===== src/rtl/stopwatch_dp_gen_pkg.sv =====
// Shared types and constants for the stopwatch/timer datapath.
// The load clamp lives here so every field saturates the same way.
package sw_pkg;

  typedef enum logic [1:0] {
    IDLE = 2'd0,
    RUN  = 2'd1,
    STOP = 2'd2,
    DONE = 2'd3
  } sw_state_e;

  localparam logic MODE_UP   = 1'b0;
  localparam logic MODE_DOWN = 1'b1;

  localparam int SEC_MOD = 60;
  localparam int MIN_MOD = 60;

  function automatic int unsigned sw_clamp(input int unsigned v, input int unsigned max_v);
    return (v > max_v) ? max_v : v;
  endfunction

endpackage


===== src/rtl/stopwatch_dp_gen_digit_counter.sv =====
// One modulo-MOD field of the time chain; carry/borrow are combinational so the
// next field advances on the same edge.
module sw_digit_counter
  import sw_pkg::*;
#(
  parameter int MOD = 60,
  parameter int W   = 6
) (
  input  logic         clk,
  input  logic         reset,
  input  logic         en,
  input  logic         dir,
  input  logic         load,
  input  logic [W-1:0] load_val,
  input  logic         clr,
  output logic [W-1:0] count,
  output logic         carry_out,
  output logic         borrow_out
);

  localparam logic [W-1:0] MAXV = W'(MOD - 1);

  logic [W-1:0] count_q, count_d;

  assign count      = count_q;
  assign carry_out  = en && (dir == MODE_UP)   && (count_q == MAXV);
  assign borrow_out = en && (dir == MODE_DOWN) && (count_q == '0);

  always_comb begin
    count_d = count_q;
    if (clr) begin
      count_d = '0;
    end else if (load) begin
      count_d = load_val;
    end else if (en) begin
      if (dir == MODE_DOWN) count_d = (count_q == '0)   ? MAXV : count_q - 1'b1;
      else                  count_d = (count_q == MAXV) ? '0   : count_q + 1'b1;
    end
  end

  always_ff @(posedge clk or posedge reset) begin
    if (reset) count_q <= '0;
    else       count_q <= count_d;
  end

endmodule


===== src/rtl/stopwatch_dp_gen.sv =====
// Stopwatch/timer datapath: prescaler clock-enable, up/down field chain,
// run-state machine, lap capture and down-count expiry pulse.
module stopwatch_dp_gen
  import sw_pkg::*;
#(
  parameter int CLK_FREQ = 100_000_000,
  parameter int TICK_HZ  = 100,
  parameter int HOUR_MOD = 24,
  parameter int HOUR_W   = 6,
  localparam int DIV     = CLK_FREQ / TICK_HZ,
  localparam int MSEC_W  = $clog2(TICK_HZ),
  localparam int PRE_W   = $clog2(DIV)
) (
  input  logic              clk,
  input  logic              reset,
  input  logic              i_run_stop,
  input  logic              i_clear,
  input  logic              i_mode,
  input  logic              i_load,
  input  logic [5:0]        i_load_sec,
  input  logic [5:0]        i_load_min,
  input  logic [HOUR_W-1:0] i_load_hour,
  input  logic              i_lap,
  output logic [MSEC_W-1:0] o_msec,
  output logic [5:0]        o_sec,
  output logic [5:0]        o_min,
  output logic [HOUR_W-1:0] o_hour,
  output logic [MSEC_W-1:0] o_lap_msec,
  output logic [5:0]        o_lap_sec,
  output logic [5:0]        o_lap_min,
  output logic [HOUR_W-1:0] o_lap_hour,
  output logic              o_lap_valid,
  output logic              o_running,
  output logic              o_done
);

  sw_state_e         state_q, state_d;
  logic              mode_q, mode_d;
  logic [PRE_W-1:0]  presc_q, presc_d;
  logic              done_q, done_d;
  logic              running_q;

  logic [MSEC_W-1:0] lap_msec_q;
  logic [5:0]        lap_sec_q, lap_min_q;
  logic [HOUR_W-1:0] lap_hour_q;
  logic              lap_valid_q;

  logic              load_ok, tick_en, tick_apply, all_zero, start_ok, lap_ok;
  logic              ms_cy, ms_bw, s_cy, s_bw, m_cy, m_bw;
  logic              unused_hr_cy, unused_hr_bw;
  logic [5:0]        sec_ld, min_ld;
  logic [HOUR_W-1:0] hour_ld;

  assign all_zero = (o_msec == '0) && (o_sec == '0) && (o_min == '0) && (o_hour == '0);
  assign load_ok  = i_load && !i_clear && (state_q != RUN);
  assign tick_en  = (state_q == RUN) && (presc_q == PRE_W'(DIV - 1));
  // A down tick at zero is swallowed and turned into expiry instead.
  assign tick_apply = tick_en && !i_clear && !((mode_q == MODE_DOWN) && all_zero);
  assign start_ok   = !((i_mode == MODE_DOWN) && all_zero);
  assign lap_ok     = i_lap && !i_clear && !load_ok && ((state_q == RUN) || (state_q == STOP));

  assign sec_ld  = 6'(sw_clamp(32'(i_load_sec), SEC_MOD - 1));
  assign min_ld  = 6'(sw_clamp(32'(i_load_min), MIN_MOD - 1));
  assign hour_ld = HOUR_W'(sw_clamp(32'(i_load_hour), HOUR_MOD - 1));

  always_comb begin
    state_d = state_q;
    done_d  = 1'b0;
    if (i_clear) begin
      state_d = IDLE;
    end else if (load_ok) begin
      state_d = STOP;
    end else begin
      case (state_q)
        IDLE, STOP: if (i_run_stop && start_ok) state_d = RUN;
        RUN: begin
          if (i_run_stop) begin
            state_d = STOP;
          end else if (tick_en && (mode_q == MODE_DOWN) && all_zero) begin
            state_d = DONE;
            done_d  = 1'b1;
          end
        end
        default: state_d = state_q;
      endcase
    end
  end

  always_comb begin
    mode_d = mode_q;
    if ((state_d == RUN) && (state_q != RUN)) mode_d = i_mode;
  end

  always_comb begin
    presc_d = '0;
    if (!i_clear && !load_ok) begin
      case (state_q)
        RUN:     presc_d = tick_en ? '0 : presc_q + 1'b1;
        STOP:    presc_d = presc_q;
        default: presc_d = '0;
      endcase
    end
  end

  always_ff @(posedge clk or posedge reset) begin
    if (reset) begin
      state_q   <= IDLE;
      mode_q    <= MODE_UP;
      presc_q   <= '0;
      done_q    <= 1'b0;
      running_q <= 1'b0;
    end else begin
      state_q   <= state_d;
      mode_q    <= mode_d;
      presc_q   <= presc_d;
      done_q    <= done_d;
      running_q <= (state_d == RUN);
    end
  end

  // Lap samples the pre-tick live values; load leaves an existing capture alone.
  always_ff @(posedge clk or posedge reset) begin
    if (reset) begin
      lap_msec_q  <= '0;
      lap_sec_q   <= '0;
      lap_min_q   <= '0;
      lap_hour_q  <= '0;
      lap_valid_q <= 1'b0;
    end else if (i_clear) begin
      lap_msec_q  <= '0;
      lap_sec_q   <= '0;
      lap_min_q   <= '0;
      lap_hour_q  <= '0;
      lap_valid_q <= 1'b0;
    end else if (lap_ok) begin
      lap_msec_q  <= o_msec;
      lap_sec_q   <= o_sec;
      lap_min_q   <= o_min;
      lap_hour_q  <= o_hour;
      lap_valid_q <= 1'b1;
    end
  end

  sw_digit_counter #(.MOD(TICK_HZ), .W(MSEC_W)) u_msec (
    .clk(clk), .reset(reset), .en(tick_apply), .dir(mode_q), .load(load_ok),
    .load_val('0), .clr(i_clear), .count(o_msec), .carry_out(ms_cy), .borrow_out(ms_bw)
  );

  sw_digit_counter #(.MOD(SEC_MOD), .W(6)) u_sec (
    .clk(clk), .reset(reset), .en(ms_cy | ms_bw), .dir(mode_q), .load(load_ok),
    .load_val(sec_ld), .clr(i_clear), .count(o_sec), .carry_out(s_cy), .borrow_out(s_bw)
  );

  sw_digit_counter #(.MOD(MIN_MOD), .W(6)) u_min (
    .clk(clk), .reset(reset), .en(s_cy | s_bw), .dir(mode_q), .load(load_ok),
    .load_val(min_ld), .clr(i_clear), .count(o_min), .carry_out(m_cy), .borrow_out(m_bw)
  );

  sw_digit_counter #(.MOD(HOUR_MOD), .W(HOUR_W)) u_hour (
    .clk(clk), .reset(reset), .en(m_cy | m_bw), .dir(mode_q), .load(load_ok),
    .load_val(hour_ld), .clr(i_clear), .count(o_hour),
    .carry_out(unused_hr_cy), .borrow_out(unused_hr_bw)
  );

  assign o_lap_msec  = lap_msec_q;
  assign o_lap_sec   = lap_sec_q;
  assign o_lap_min   = lap_min_q;
  assign o_lap_hour  = lap_hour_q;
  assign o_lap_valid = lap_valid_q;
  assign o_running   = running_q;
  assign o_done      = done_q;

endmodule


===== config.mk =====
export PLATFORM = sky130hd
export DESIGN_NAME = stopwatch_dp_gen
export DESIGN_NICKNAME = d
export VERILOG_FILES = /design/src/rtl/stopwatch_dp_gen_pkg.sv /design/src/rtl/stopwatch_dp_gen_digit_counter.sv /design/src/rtl/stopwatch_dp_gen.sv
export SDC_FILE = /design/constraint.sdc
export NUM_CORES = 1
export LEC_CHECK = 0
export BUFFER_PORTS_ARGS = -buffer_cell sky130_fd_sc_hd__buf_2
export CORE_MARGIN = 4
export CORE_UTILIZATION = 62
export CTS_CLUSTER_SIZE = 12
export DETAILED_ROUTE_END_ITERATION = 12
export GPL_TIMING_DRIVEN = 1
export PLACE_DENSITY = 0.86
export SLEW_MARGIN = 20
export SYNTH_ARGS = -nofsm -noshare
export SYNTH_HDL_FRONTEND = slang
export SYNTH_SLANG_ARGS = --single-unit

===== constraint.sdc =====
create_clock -name clk -period 6.08 [get_ports clk]
set_input_delay 0.912 -clock clk [delete_from_list [all_inputs] [get_ports clk]]
set_output_delay 0.912 -clock clk [all_outputs]
set_load 0.01 [all_outputs]

==> reports/qor.log <==
INFO  pwr            total_power=0.00152W
INFO  floorplanning  core=0.00741sqmm
INFO  routing        initial_detailed_routing_violation_count=326
INFO  timing         tightestPinTransition=1130ps
INFO  pwr            leakage=2.43nW
INFO  global_routing grt_start_max_net_pins=77
INFO  logic_synthesis async_reset_ff_share=100%
INFO  pwr            cellPowerDensity=282mW/mm^2
INFO  logic_synthesis register_bit_count_reported_by_yosys=76
INFO  routing        routed_wire_length_on_met2=5930um
INFO  timing         final-setup-viol-count=0
INFO  global_routing grt_first_pass_wirelength=20700um
INFO  timing         rsz0062_at_grt=false
INFO  logic_synthesis synth-edff-count=0
INFO  placement      dpl.hpwl=8950um
INFO  timing         final_hold_viol_count=0
INFO  cts            cts_tree=yes
INFO  cts            insertion_delay_to_the_later_sink_of_the_worst_skew_pair=350ps
INFO  critical_path  worstSetupStartpointType=input pin
INFO  cts            cts_repair_resize_count=0
INFO  logic_synthesis yosys_most_used_dff=sky130_fd_sc_hd__dfrtp_1
INFO  cts            max-clock-path-buffers=2
INFO  routing        remaining_drc_errors=0
INFO  placement      portBuffers=77
INFO  critical_path  critPathLaunch=i_clear
INFO  cts            cts_root_buf=sky130_fd_sc_hd__clkbuf_8
INFO  logic_synthesis synth.yosys.seq_area_share=39.5%
INFO  layout         nets=682
INFO  timing         slew_headroom=24.6%
INFO  routing        drt_wl_total=12700um
INFO  logic_synthesis netlist_area=0.00481sqmm
INFO  routing        drt-pass1-iter-count=5
INFO  floorplanning  initial_core_util=65.0%
INFO  logic_synthesis netlist-cell-type-count=68
INFO  routing        route.antenna.remaining_nets=0
INFO  routing        met3RoutedLength=995um
INFO  routing        top_signal_layer_used=met4
INFO  floorplanning  std_cell_rows=31
INFO  logic_synthesis cells_after_synth=586
INFO  timing         clock_skew=12.6ps
INFO  layout         fillers=579
INFO  global_routing first_global_vias=4340
INFO  timing         report.final.slew_viol_count=0
INFO  min_path       timing.hold.worst.start=o_lap_valid$_DFFE_PP0P_
INFO  layout         final_layout_size_suffix_gt1_share=16.6%
INFO  critical_path  largest_fanout_on_the_critical_path=32
INFO  cts            cts.clk_slew.worst_paths=70ps
INFO  min_path       hp-class=flop to flop
INFO  timing         totalNegativeSetupSlack=0ps
INFO  cts            postCtsHoldBufs=0
INFO  cts            cts.sinks=76
INFO  critical_path  cp-end-kind=flop
INFO  critical_path  crit_arrival=3790ps
INFO  critical_path  timing_worst_setup_path_type=input pin to flop
INFO  routing        via_count=4677
INFO  global_routing antenna_violations_before_repair=0
INFO  cts            numCtsBuffers=9
INFO  critical_path  critical_path.reg2reg.startpoint=state_q[1]$_DFF_PP0_
INFO  routing        route.detailed.vias_per_inst=6.29
INFO  logic_synthesis syn_nets=628
INFO  cts            htree_levels=3
INFO  cts            cts_setup_buffers=0
INFO  pwr            max-vdd-ir-drop=0.157mV
INFO  timing         final.hold.worst_slack=486ps
INFO  floorplanning  die_area=0.00924sqmm
INFO  global_routing overflow=0
INFO  timing         tcrit_tclk_final=58.5%
INFO  floorplanning  vertical_die_dimension=96.1um
INFO  routing        detail_route.wl_per_cell=17.0um
INFO  critical_path  data_required_time_at_the_worst_endpoint=6310ps
INFO  floorplanning  design.portCount=78
INFO  global_routing grt_util_all_layers=28.6%
INFO  floorplanning  die-width=96.1um
INFO  logic_synthesis syn_avg_cell_area=8.22squm
INFO  routing        m1WireLength=5440um
INFO  layout         antennaDiodeCount=0
INFO  placement      finalWeightedCongestion=0.956
INFO  job            drv_cap=0
INFO  timing         fin_crit=3560ps
INFO  timing         achievable-frequency=0.281GHz
INFO  run_status     run_status=complete, no violations
INFO  layout         signed_area_change_from_the_synthesized_netlist_to_the_final_layout=11.8%
INFO  logic_synthesis ys.warnings.count=0
## metrics by stage
stage / instance area (sq um) / utilization [%] / std cells / setup WS [ps]
2_1_floorplan: 4810 / - / 586 / 3230
3_3_place_gp: 5190 / 70.1 / 728 / 2460
3_5_place_dp: 5200 / 70.2 / 728 / 2190
4_1_cts: 5380 / 72.6 / 743 / 2600
5_1_grt: 5380 / 72.6 / 743 / 2290
6_report: 5380 / 72.6 / 743 / 2520
## routing by layer
layer / track usage, % / vias up
met5: 0 / -
met2: 44.4 / 227
met3: 6.02 / 27
met1: 39.4 / 2231
met4: 10.1 / 0
li1: - / 2192
## critical path, stage by stage
cell	delay (ps)
sky130_fd_sc_hd__buf_2	210
sky130_fd_sc_hd__inv_1	800
sky130_fd_sc_hd__nand2_1	630
sky130_fd_sc_hd__a21oi_1	820
sky130_fd_sc_hd__mux2_2	410
## state kept, by name (all words and copies together) (netlist names), 2 cells and up
name and flops:
u_sec.count 6, u_min.count 6, o_lap_sec 6, o_lap_hour 6, u_msec.count 7, state_q 2
o_lap_min 6, presc_q 20, u_hour.count 6, o_lap_msec 7
## cell usage after synthesis (all sizes together) (2+ instances only)
library cell / count / area, sq um
o31ai: 7 / 52.6
nor2b: 11 / 68.8
or2: 2 / 12.5
nor4: 7 / 65.1
a211oi: 7 / 52.6
xnor2: 12 / 105
nor4b: 3 / 32.5
a21o: 3 / 22.5
ha: 17 / 213
nand3: 23 / 115
nand2: 96 / 363
o41ai: 4 / 42.6
a21oi: 35 / 175
nor2: 50 / 188
a41oi: 3 / 26.3
dfrtp: 76 / 1900
o221ai: 2 / 17.5
inv: 21 / 78.8
and2: 3 / 18.8
a31oi: 8 / 50.1
a21boi: 2 / 15.0
and3: 7 / 43.8
o22ai: 4 / 25.0
nand2b: 4 / 25.0
mux2: 3 / 33.8
o21ai: 62 / 310
nand4b: 3 / 32.5
buf: 10 / 53.8
or3: 6 / 37.5
xor2: 11 / 96.3
a31o: 2 / 17.5
o311ai: 2 / 17.5
nand4: 12 / 75.1
o211ai: 3 / 22.5
and4: 4 / 35.0
clkbuf: 27 / 101
or4: 2 / 15.0
nor3: 14 / 75.1
o22a: 3 / 26.3
## worst paths after layout
path	endpoint	slack [ps]	cells past startpoint
setup / recovery	u_sec.count[5]$_DFFE_PP0P_	2520	5
hold / removal	o_lap_valid$_DFFE_PP0P_	490	1
setup reg to reg	u_hour.count[0]$_DFFE_PP0P_	2790	7
hold reg to reg	o_lap_valid$_DFFE_PP0P_	490	1
max in group asynchronous	o_running$_DFF_PP0_	4600	3
min in group asynchronous	presc_q[1]$_DFFE_PP0P_	840	3
## logic make-up after synthesis
family,count (synthesis),share of synthesized area [%]
AOI/OAI and AO/OA,156,19.8
xor gates and xnor gates,23,4.18
adders and majority gates,17,4.42
buffers and inverters,58,4.86
DFF,76,39.5
muxes,5,1.38
and+or+nand+nor,251,25.9
## cell type report
type                       count  area [sq um]  share of cell area [%]
multi-input combinational    452          2690                    49.9
sequential                    76          1900                    35.3
timing repair buffer          80           408                    7.58
clock buffer                  13           149                    2.77
tap                           99           124                    2.30
inverter                      21          78.8                    1.46
clock inverter                 2          35.0                   0.651
## placed cells by master (no fill, tap or decap), types with 3 or more instances in the layout
master                     count
sky130_fd_sc_hd__o41ai_1       3
sky130_fd_sc_hd__nor3_1       13
sky130_fd_sc_hd__and4_1        4
sky130_fd_sc_hd__nand4_1      12
sky130_fd_sc_hd__a21oi_1      35
sky130_fd_sc_hd__nor2b_1      11
sky130_fd_sc_hd__a41oi_1       3
sky130_fd_sc_hd__dfrtp_1      76
sky130_fd_sc_hd__nand2_1      95
sky130_fd_sc_hd__xnor2_1      12
sky130_fd_sc_hd__nor4_1        5
sky130_fd_sc_hd__buf_4         3
sky130_fd_sc_hd__o211ai_1      3
sky130_fd_sc_hd__and3_1        7
sky130_fd_sc_hd__o31ai_1       7
sky130_fd_sc_hd__and2_1        3
sky130_fd_sc_hd__o21ai_0      62
sky130_fd_sc_hd__nor2_1       50
sky130_fd_sc_hd__or3_1         6
sky130_fd_sc_hd__o22a_1        3
sky130_fd_sc_hd__o22ai_1       4
sky130_fd_sc_hd__buf_2        77
sky130_fd_sc_hd__clkbuf_1      3
sky130_fd_sc_hd__a21o_1        3
sky130_fd_sc_hd__a211oi_1      7
sky130_fd_sc_hd__xor2_1       11
sky130_fd_sc_hd__nand3_1      23
sky130_fd_sc_hd__a31oi_1       7
sky130_fd_sc_hd__inv_1        20
sky130_fd_sc_hd__ha_1         17
sky130_fd_sc_hd__nand2b_1      4
sky130_fd_sc_hd__clkbuf_8     10
## report_power, final
part           internal (W)  switching [W]
logic              0.000199       0.000303
clock network      0.000199       0.000181
registers          0.000541      0.0000953
total              0.000938       0.000579
(Power assumes the default switching activity.)
